## src/rtl/glitch_pkg.sv

```systemverilog
// glitch_pkg: shared types and default widths for the glitch sequencer and
// anything that instantiates or drives it.
//   seq_state_t   - sequencer FSM states
//   glitch_mode_t - which injector input the sequencer drives
//   CNT_W_DEF     - default width of delay/width/gap counters and fields
//   SHOT_W_DEF    - default width of shot-count field and shots-fired counter
package glitch_pkg;

  localparam int unsigned CNT_W_DEF  = 16;
  localparam int unsigned SHOT_W_DEF = 8;

  typedef enum logic [2:0] {
    IDLE  = 3'd0,
    ARMED = 3'd1,
    DELAY = 3'd2,
    PULSE = 3'd3,
    GAP   = 3'd4
  } seq_state_t;

  typedef enum logic {
    MODE_RANDOM   = 1'b0,
    MODE_SPECIFIC = 1'b1
  } glitch_mode_t;

endpackage

```

## src/rtl/glitch_sequencer.sv

```systemverilog
// glitch_sequencer: timing controller in front of the glitch injector.
// Armed with a latched configuration, it waits for a rising edge on trigger,
// counts a programmable delay, then emits `shots` pulses of `width` cycles
// separated by `gap` low cycles on the injector input selected by `mode`.
//
// Ports:
//   clk             - system clock, rising edge
//   reset           - asynchronous active-high reset
//   arm             - one-cycle request, latches config (IDLE only)
//   abort           - level, forces IDLE from any state
//   trigger         - synchronous event line, rising edge starts sequence
//   mode            - 0 drive enable, 1 drive enable_specific
//   delay           - cycles from trigger detect to first pulse
//   width           - pulse length in cycles (0 treated as 1)
//   gap             - low cycles between pulses (0 treated as 1)
//   shots           - number of pulses (0 treated as 1)
//   enable          - injector random-glitch enable
//   enable_specific - injector specific-value enable
//   busy            - high in every state except IDLE
//   done            - one-cycle pulse after the last pulse ends
//   shots_fired     - pulses completed since last arm
module glitch_sequencer
  import glitch_pkg::*;
#(
  parameter int unsigned CNT_W  = CNT_W_DEF,
  parameter int unsigned SHOT_W = SHOT_W_DEF
) (
  input  logic              clk,
  input  logic              reset,
  input  logic              arm,
  input  logic              abort,
  input  logic              trigger,
  input  logic              mode,
  input  logic [CNT_W-1:0]  delay,
  input  logic [CNT_W-1:0]  width,
  input  logic [CNT_W-1:0]  gap,
  input  logic [SHOT_W-1:0] shots,
  output logic              enable,
  output logic              enable_specific,
  output logic              busy,
  output logic              done,
  output logic [SHOT_W-1:0] shots_fired
);

  seq_state_t   state, state_nxt;
  glitch_mode_t cfg_mode;
  logic [CNT_W-1:0]  cfg_delay, cfg_width, cfg_gap;
  logic [SHOT_W-1:0] cfg_shots;
  logic [CNT_W-1:0]  cnt, cnt_nxt;
  logic [SHOT_W-1:0] fired_nxt;
  logic              trig_q;
  logic              trig_rise;
  logic              latch_cfg;
  logic              done_nxt;

  assign trig_rise = trigger && !trig_q;

  // Every state, including PULSE and GAP, is entered at the edge that begins
  // its first cycle, and the registered outputs are decoded from the next
  // state. To put the first pulse D+1 edges after the detecting edge, the
  // detect always passes through DELAY with the counter loaded to D; D=0
  // therefore costs exactly one DELAY cycle.
  always_comb begin
    state_nxt = state;
    cnt_nxt   = cnt;
    fired_nxt = shots_fired;
    done_nxt  = 1'b0;
    latch_cfg = 1'b0;
    if (abort) begin
      state_nxt = IDLE;
    end else begin
      case (state)
        IDLE: begin
          if (arm) begin
            latch_cfg = 1'b1;
            fired_nxt = '0;
            state_nxt = ARMED;
          end
        end
        ARMED: begin
          if (trig_rise) begin
            cnt_nxt   = cfg_delay;
            state_nxt = DELAY;
          end
        end
        DELAY: begin
          if (cnt == '0) begin
            cnt_nxt   = cfg_width - CNT_W'(1);
            state_nxt = PULSE;
          end else begin
            cnt_nxt = cnt - CNT_W'(1);
          end
        end
        PULSE: begin
          if (cnt == '0) begin
            fired_nxt = shots_fired + SHOT_W'(1);
            if (fired_nxt == cfg_shots) begin
              done_nxt  = 1'b1;
              state_nxt = IDLE;
            end else begin
              cnt_nxt   = cfg_gap - CNT_W'(1);
              state_nxt = GAP;
            end
          end else begin
            cnt_nxt = cnt - CNT_W'(1);
          end
        end
        GAP: begin
          if (cnt == '0) begin
            cnt_nxt   = cfg_width - CNT_W'(1);
            state_nxt = PULSE;
          end else begin
            cnt_nxt = cnt - CNT_W'(1);
          end
        end
        default: begin
          state_nxt = IDLE;
        end
      endcase
    end
  end

  always_ff @(posedge clk or posedge reset) begin
    if (reset) begin
      state           <= IDLE;
      cnt             <= '0;
      trig_q          <= 1'b0;
      shots_fired     <= '0;
      enable          <= 1'b0;
      enable_specific <= 1'b0;
      busy            <= 1'b0;
      done            <= 1'b0;
    end else begin
      state           <= state_nxt;
      cnt             <= cnt_nxt;
      trig_q          <= trigger;
      shots_fired     <= fired_nxt;
      enable          <= (state_nxt == PULSE) && (cfg_mode == MODE_RANDOM);
      enable_specific <= (state_nxt == PULSE) && (cfg_mode == MODE_SPECIFIC);
      busy            <= (state_nxt != IDLE);
      done            <= done_nxt;
    end
  end

  // Zero in width/gap/shots is promoted to 1 so the down-counters never wrap.
  always_ff @(posedge clk or posedge reset) begin
    if (reset) begin
      cfg_mode  <= MODE_RANDOM;
      cfg_delay <= '0;
      cfg_width <= '0;
      cfg_gap   <= '0;
      cfg_shots <= '0;
    end else if (latch_cfg) begin
      cfg_mode  <= glitch_mode_t'(mode);
      cfg_delay <= delay;
      cfg_width <= (width == '0) ? CNT_W'(1)  : width;
      cfg_gap   <= (gap   == '0) ? CNT_W'(1)  : gap;
      cfg_shots <= (shots == '0) ? SHOT_W'(1) : shots;
    end
  end

endmodule

```

## config.mk

```make
export PLATFORM = sky130hd
export DESIGN_NAME = glitch_sequencer
export DESIGN_NICKNAME = d
export VERILOG_FILES = /design/src/rtl/glitch_pkg.sv /design/src/rtl/glitch_sequencer.sv
export SDC_FILE = /design/constraint.sdc
export NUM_CORES = 1
export LEC_CHECK = 0
export BUFFER_PORTS_ARGS = -buffer_cell sky130_fd_sc_hd__buf_2
export CORE_UTILIZATION = 55
export CTS_CLUSTER_SIZE = 10
export DETAILED_ROUTE_END_ITERATION = 16
export GPL_TIMING_DRIVEN = 1
export PLACE_DENSITY = 0.77
export SLEW_MARGIN = 20
export SYNTH_ARGS = -nofsm -noshare
export SYNTH_HDL_FRONTEND = slang
export SYNTH_SLANG_ARGS = --single-unit
```

## constraint.sdc

```tcl
create_clock -name clk -period 3.8 [get_ports clk]
set_input_delay 0 -clock clk [delete_from_list [all_inputs] [get_ports clk]]
set_output_delay 0 -clock clk [all_outputs]
set_load 0.05 [all_outputs]
```

# [Word level (Yosys, flattened, before mapping)]
# Cells that the tools add are included.
[classes] n_reduce_logical=15 n_bitwise=2 n_eq_ne=10 n_addsub=4 n_mux=25
[ops] op="$mux W16" count=6
[ops] op="$logic_not A16 Y1" count=3
[ops] op="$pmux W16 S3" count=1
[ops] op="$sub A16 B1 Y16 const B" count=3
[ops] op="$mux W8" count=3
[ops] op="$mux W3" count=6
[ops] op="$pmux W8 S2" count=1
[ops] op="$pmux W3 S4" count=1
[ops] op="$eq A3 B2 Y1 const B" count=3
[ops] op="$add A8 B1 Y8 const B" count=1
[ops] op="$eq A8 B8 Y1" count=1
[ops] op="$logic_not A8 Y1" count=1
[ops] op="$reduce_and A4 Y1" count=2
[ops] op="$mux W1" count=7
[ops] op="$ne A2 B2 Y1 const B" count=3
[ops] op="$reduce_bool A3 Y1" count=2
[ops] op="$eq A3 B1 Y1 const B" count=1
[ops] op="$eq A3 B3 Y1 const B" count=1
[ops] op="$logic_and A1 B1 Y1" count=3
[ops] op="$logic_not A3 Y1" count=1
[ops] op="$ne A3 B3 Y1 const B" count=1
[ops] op="$not A1 Y1" count=2
[ops] op="$reduce_bool A2 Y1" count=1
[ops] op="$reduce_or A2 Y1" count=1
[ops] op="$logic_not A1 Y1" count=1
[word_totals] wordCells=69 in_bits=62 regBits=89

# [Depth between registers and ports, before layout]
# Gate-level depths: netlist of run 1.
[depth] ltp_word=8 depth_mapped=10 ltp_nobuf=9

# [Worst setup path after synthesis of run 1]
# No wires, ideal clock.
[synth_timing] path_type="reg-to-reg" startpoint="register shots_fired[0]" endpoint="register cnt[14]" path_slack_ns=1.080 path_buffers=1 path_stages_with_launch=10 t_arrival_ns=2.594 required_ns=3.674 path_cell_list="dfrtp_1 ha_1 clkbuf_1 nand3_1 nor2_1 o2111a_1 o211ai_2 o31ai_4 a31oi_1 a311o_1"
[synth_via] elab_chain_cells=4
[synth_lines] element="start, declared" line_no="glitch_sequencer.sv:42" text="output logic [SHOT_W-1:0] shots_fired"
[synth_lines] element="start signal, assigned" line_no="glitch_sequencer.sv:137" text="shots_fired <= fired_nxt;"
[synth_lines] element="$add A8 B1 Y8" line_no="glitch_sequencer.sv:96" text="fired_nxt = shots_fired + SHOT_W'(1);"
[synth_lines] element="$eq A8 B8 Y1" line_no="glitch_sequencer.sv:97" text="if (fired_nxt == cfg_shots) begin"
[synth_lines] element="$ne A3 B3 Y1 (no source line)"
[synth_lines] element="$reduce_and A4 Y1 (no source line)"
[synth_lines] element="end signal, assigned" line_no="glitch_sequencer.sv:135" text="cnt <= cnt_nxt;"
[synth_lines] element="end, declared" line_no="glitch_sequencer.sv:49" text="logic [CNT_W-1:0] cnt, cnt_nxt;"
# Every way passes these cells.
# A chain may end at the register's enable or synchronous reset.

# [Worst setup path after layout of run 1]
# Same ends and word-level chain as after synthesis.

==> results.toml, run 1 <==
[outcome]
status = "complete, no violations"

[min_path]
hold_depth = 6
hp-class = "primary input to flip-flop"
hold_path_startpoint = "arm"

[place]
routabilityCongestion = 0.9434
io_buffers = 73
dp_slack_ps = 1114
dp_cells = 680
post-dp-hpwl_um = 9067

[synth]
ys_ff_latch = 89
syn-num-nets = 586
synth_edf_count = 0
syn_inst = 520
ys_seq_area_frac = 0.4314
ys.warnings.count = 0
yosysUniqueCellTypes = 59
async_flop_share = 1.000
syn_area_per_cell_um2 = 9.928
syn_area_um2 = 5162
ys.flop_type = "dfrtp_1"

[clock_network]
clk_latency_ps = 360
cts.repair.resized = 0
post_cts_buffers = 0
root_buffer = "clkbuf_8"
cts.path.max_buffers = 2
htree_levels = 3
tritoncts = "built"
cts.sinks = 89
cts_made_buffers = 9
path_clk_slew_ps = 90

[floorplan]
fp.dieH_um = 98.88
std_cell_rows = 34
fp.dieW_um = 98.88
start_util = 0.5806
coreArea_um2 = 8891
pin_count = 74
die-area_um2 = 9777

[timing]
skew_ps = 11.88
finalHoldViolations = 0
maxSlewHeadroom = 0.3877
final.setup.tns_ps = 0
tightest_slew_ps = 917.4
fin_crit_sh = 0.7207
timing.fmax_mhz = 365.2
fin_ws_ps = 1061
final.min_clock_period_ps = 2739
slew_violations = 0
finalSetupViolCount = 0
rsz0062_at_grt = "false"

[critical_path]
arrival_ps = 2990
critPathLaunchType = "flip-flop"
crit_start = "shots_fired[0]$_DFFE_PP0P_"
crit_type = "flip-flop to flip-flop"
r2r_cells = 9
cp_data_required_time_ps = 4050
worstPathMaxFanout = 28
r2r_start = "shots_fired[0]$_DFFE_PP0P_"
worstSetupEndpointType = "flip-flop"

[pwr]
switchingPower_w = 0.001023
ir_worst_vdd_v = 0.0002426
switching_share = 0.3568
p_leak_nw = 2.708
power_density_nw_per_um2 = 450.7
power.share.clock = 0.203
pwr-share-comb = 0.290
intPower_w = 0.001844
p_total_w = 0.002866
seqPwrFrac = 0.507

[cells_and_area]
layout.cells.non_filler = 755
finalNetCount = 709
areaGrowthSynthToFinish_pct = 23.19
n_antenna_cell = 0
drive_gt1_frac = 0.2535
fin_util = 0.7153

[route]
viasPerCell = 6.034
first_pass_iters = 5
ant_nets = 0
drtIter0Drc = 299
drt_wl_total_um = 13590
drt-wirelength-per-cell_um = 17.99
drc_errors = 0
vias = 4556

[flow_run]
maxCapViolations = 0

[global_routing]
grt_max_degree = 61
grt_use_total = 0.2914
grt_pass1_vias = 4406
antenna_found_initial = 0
overflow = 0
grt_pass1_wl_um = 22100
==> cell families (layout without fill, tap and decap cells) <==
kind of cell,Yosys count,after routing,share of synthesized area
simple gates,160,160,0.1684
fa+ha+maj,4,4,0.009695
mux,57,57,0.1241
flops,89,89,0.4314
compound gates,128,128,0.1612
xor+xnor,44,44,0.07465
buf+inv,38,165,0.03054
==> placed cells by master (no fill, tap or decap), types with 4 or more instances in the layout <==
cell / instances
dfrtp_1: 89
buf_2: 73
dlygate4sd3_1: 60
mux2_2: 56
nand2_1: 37
o21ai_0: 36
nor2_1: 34
a21oi_1: 24
xor2_1: 23
xnor2_1: 21
nor4_1: 17
nor3_1: 14
nand3_1: 13
inv_1: 10
clkbuf_8: 10
o22ai_1: 8
a31oi_1: 7
or4_1: 7
o31ai_1: 7
a22o_1: 6
a22oi_1: 6
buf_4: 6
o211ai_1: 5
clkinv_2: 5
nor2b_1: 4
nand4_1: 4
or2_2: 4
ha_1: 4
==> power by group through the flow <==
stage          Sequential (W)  Combinational [W]  Clock [W]
2_1_floorplan         0.00138           0.000602          0
3_3_place_gp          0.00145           0.000746          0
3_5_place_dp          0.00146           0.000770          0
4_1_cts               0.00145           0.000822   0.000583
5_1_grt               0.00149           0.000926   0.000616
6_report              0.00145           0.000830   0.000582
==> critical path, stage by stage (launching register included) <==
cell and delay (ps):
dfrtp_1 510, ha_1 480, xor2_1 130, o2111ai_1 200, o2111a_1 220, o211ai_2 140, o31ai_4 260, buf_4 310
a31oi_1 70, a311o_1 320
==> layout make-up <==
class / instances / area, um2
Multi-Input combinational cell: 393 / 2783
Fill cell: 636 / 2531
Sequential cell: 89 / 2227
Timing Repair Buffer: 139 / 1011
Clock buffer: 11 / 141.4
Tap cell: 108 / 135.1
Inverter: 11 / 42.54
Clock inverter: 4 / 20.02
==> worst paths after layout <==
kind | end | slack [ps]
worst max-delay path | cnt[14]$_DFFE_PP0P_ | 1060
worst min-delay path | state[0]$_DFF_PP0_ | 200
worst max register to register | cnt[14]$_DFFE_PP0P_ | 1060
worst min register to register | enable$_DFF_PP0_ | 450
max in group asynchronous | cnt[12]$_DFFE_PP0P_ | 2460
min in group asynchronous | cfg_shots[5]$_DFFE_PP0P_ | 350
==> Yosys cell counts, types with 3 or more instances <==
cell type,number,share of area
nor3b_1,3,0.0044
ha_1,4,0.0097
o21ai_1,3,0.0029
a221oi_1,3,0.0051
a21o_1,3,0.0044
a22o_1,6,0.010
buf_4,3,0.0044
dfrtp_1,89,0.43
o22ai_1,8,0.0097
a31oi_1,7,0.0085
o31ai_1,7,0.010
nand3_1,14,0.014
nand2_1,37,0.027
or2_2,4,0.0048
nand4_1,4,0.0048
nor2_1,34,0.025
o21ai_0,36,0.035
or4_1,7,0.010
a21oi_1,24,0.023
xor2_1,23,0.039
o211ai_1,5,0.0073
nor4_1,17,0.021
a22oi_1,6,0.0087
clkbuf_1,21,0.015
buf_2,3,0.0029
inv_1,11,0.0080
o21bai_1,3,0.0044
nor2b_1,4,0.0048
mux2_2,56,0.12
nor3_1,14,0.014
xnor2_1,21,0.036
and3_1,3,0.0036
==> state kept, by name, indices dropped and copies added, names as in the netlist <==
register         count
cnt                 16
done                 1
cfg_delay           16
cfg_width           16
cfg_gap             16
shots_fired          8
cfg_shots            8
enable_specific      1
enable               1
trig_q               1
busy                 1
state                3
cfg_mode             1
==> through the flow <==
step / hold WS (ps) / area [um2]
6_report: 196.1 / 6360
5_1_grt: 200.2 / 6360
4_1_cts: 178.9 / 6360
3_5_place_dp: 148.6 / 5598
3_3_place_gp: 142.6 / 5598
2_1_floorplan: 31.43 / 5162
==> routing by layer <==
layer  routed length, um  global-route usage  vias up
met1                5998              0.3885     2210
li1                    -                   -     2160
met5                   0                   0        -
met2                6620              0.4847      168
met4                 239             0.09874        0
met3                 727             0.04681       18
==> what timing repair did <==
| action | 4_1_cts | 5_1_grt |
|---|---|---|
| endpoints found under the setup margin | 0 | 0 |
| hold buffers | 60 | 0 |
| endpoints found under the hold margin | 113 | 0 |
Note: power is estimated with default switching activity, not from simulation.
==> inputs of run 2 (changes only) <==
--- a/config.mk
+++ b/config.mk
@@ -6,11 +6,11 @@
 export NUM_CORES = 1
 export LEC_CHECK = 0
 export BUFFER_PORTS_ARGS = -buffer_cell sky130_fd_sc_hd__buf_2
-export CORE_UTILIZATION = 55
+export CORE_UTILIZATION = 52
 export CTS_CLUSTER_SIZE = 10
 export DETAILED_ROUTE_END_ITERATION = 16
 export GPL_TIMING_DRIVEN = 1
-export PLACE_DENSITY = 0.77
+export PLACE_DENSITY = 0.76
 export SLEW_MARGIN = 20
 export SYNTH_ARGS = -nofsm -noshare
 export SYNTH_HDL_FRONTEND = slang
==> constraint.sdc (replaced) <==
create_clock -name clk -period 2.4 [get_ports clk]
set_input_delay 0 -clock clk [delete_from_list [all_inputs] [get_ports clk]]
set_output_delay 0 -clock clk [all_outputs]
set_load 0.05 [all_outputs]
==> run 2 against run 1 <==
Effect of this change: via count up 9.5%; hold slack got worse by 44 ps; fmax grew 18%; clock skew grew 9.3 ps; clock power up 130%; critical endpoint unchanged.
==> results.toml, run 2 (synthesis results as in run 1) <==
[timing]
worst_hold_slack_ps = 151.8
skew_ps = 21.15
finalSetupViolCount = 0
slew_violations = 0
maxSlewHeadroom = 0.5351
finalHoldViolations = 0
fin_crit_sh = 0.9708
final.min_clock_period_ps = 2330
tightest_slew_ps = 692.0
timing.fmax_mhz = 429.2

[floorplan]
fp.dieW_um = 101.6
std_cell_rows = 36
coreArea_um2 = 9684
pin_count = 74
die-area_um2 = 10330
start_util = 0.5331
fp.dieH_um = 101.6

[critical_path]
cp_top_family = "compound AO/OA/AOI/OAI gates"
worstPathMaxFanout = 6
crit_type = "flip-flop to flip-flop"
worstSetupEndpointType = "flip-flop"
path_cells = "buf_4 -> nand3_2 -> or4b_1 -> o211ai_1 -> o211ai_4 -> o31ai_4 -> buf_12 -> a31oi_1 -> a311o_1"
critPathSlowestCell = "or4b_1"
cp_data_required_time_ps = 2670
max_stage_delay_ps = 490
critPathLaunchType = "flip-flop"
crit_buf_inv = 2
arrival_ps = 2600

[cells_and_area]
final_common_cell = "dfrtp_1"
drive_gt1_frac = 0.3357
layout.cells.non_filler = 833
n_antenna_cell = 0
fin_util = 0.7265
areaGrowthSynthToFinish_pct = 36.28
finalNetCount = 761
mostFrequentLayoutCells = "dfrtp_1, buf_2, dlygate4sd3_1"
fin_area_um2 = 7036
final.fill_count = 673

[global_routing]
grt_max_degree = 90
grt_pass1_wl_um = 23550
grt_use_total = 0.3021
grt_pass1_vias = 4824
antenna_found_initial = 0
overflow = 0

[pwr]
p_leak_nw = 3.016
power_density_nw_per_um2 = 745.3
ir_worst_vdd_v = 0.0005027
p_total_w = 0.005243

[route]
first_pass_iters = 5
ant_nets = 0
drt-wirelength-per-cell_um = 18.00
drt_wl_total_um = 14990
viasPerCell = 5.987
drtIter0Drc = 319
vias = 4987
drc_errors = 0

[outcome]
status = "complete, no violations"

[clock_network]
cts_made_buffers = 9
cts.path.max_buffers = 2
tritoncts = "built"
cts.sinks = 89
htree_levels = 3
root_buffer = "clkbuf_8"
path_clk_slew_ps = 100
clk_latency_ps = 380

[place]
post-dp-hpwl_um = 9814
dp_cells = 750
io_buffers = 73
placed_area_um2 = 6001
routabilityCongestion = 0.9582

[min_path]
hp-class = "primary input to flip-flop"

[flow_run]
maxCapViolations = 0
run 2: changes by cell type in the layout (fill, tap and decap cells not counted), moves of 3 or more:
| cell | change |
|---|---|
| bufinv_16 | +3 |
| buf_4 | +47 |
| nor4_2 | +4 |
| nor4_1 | -6 |
| dfrtp_2 | +6 |
| dfrtp_1 | -6 |
| clkinv_2 | -5 |
run 2: metal layers:
metal	vias up	track usage	wire, um	share of wire
met4	0	0.1394	413	0.028
met3	47	0.05935	1086	0.072
met5	-	0	0	0
met2	253	0.5062	7368	0.49
li1	2268	-	-	-
met1	2419	0.3767	6125	0.41
run 2: cell type report:
class	instances	area (um2)	area share
multi-input combinational	393	2894	0.4113
sequential	89	2235	0.3176
timing repair buffer	191	1441	0.2049
tap	133	166.4	0.02365
clock buffer	12	155.1	0.02205
clock inverter	4	98.84	0.01405
inverter	11	45.04	0.006402
run 2: per-stage QoR:
step | TNS, ps | setup WS, ps
2_1_floorplan | -84.69 | -84.69
3_3_place_gp | -21.28 | -21.28
4_1_cts | 0 | 23.06
5_1_grt | -270.3 | -92.89
3_5_place_dp | -174.5 | -112.6
6_report | 0 | 70.08
run 2: repair_timing:
| action | CTS | global route |
|---|---|---|
| setup buffers | 5 | 2 |
| endpoints found under the hold margin | 148 | 0 |
| hold buffers | 60 | 0 |
| setup endpoints to repair | 5 | 19 |
| pin swaps | 4 | 4 |
| resized for setup | 11 | 15 |
run 2: worst register-to-register path, delay by kind of cell, from the launching register on:
family,cells,cell delay (ps)
AO/OA/AOI/OAI,5,910
buffers and inverters,2,320
flip-flops,1,400
AND/OR/NAND/NOR,2,600
run 2: report_power, final:
group	internal [W]	switching, W	total (W)
Combinational	0.000854	0.000825	0.00168
Clock	0.000752	0.000564	0.00132
Sequential	0.00185	0.000398	0.00225
run 2: worst paths after layout:
kind	depth (start not counted)	start	end	slack (ps)
min	4	arm	cfg_gap[0]$_DFFE_PP0P_	150
max reg2reg	9	shots_fired[1]$_DFFE_PP0P_	cnt[14]$_DFFE_PP0P_	70
max in group asynchronous	4	reset	cnt[8]$_DFFE_PP0P_	1710
min reg2reg	1	cfg_mode$_DFFE_PP0P_	enable$_DFF_PP0_	470
min in group asynchronous	4	reset	cfg_shots[4]$_DFFE_PP0P_	280
max	9	shots_fired[1]$_DFFE_PP0P_	cnt[14]$_DFFE_PP0P_	70
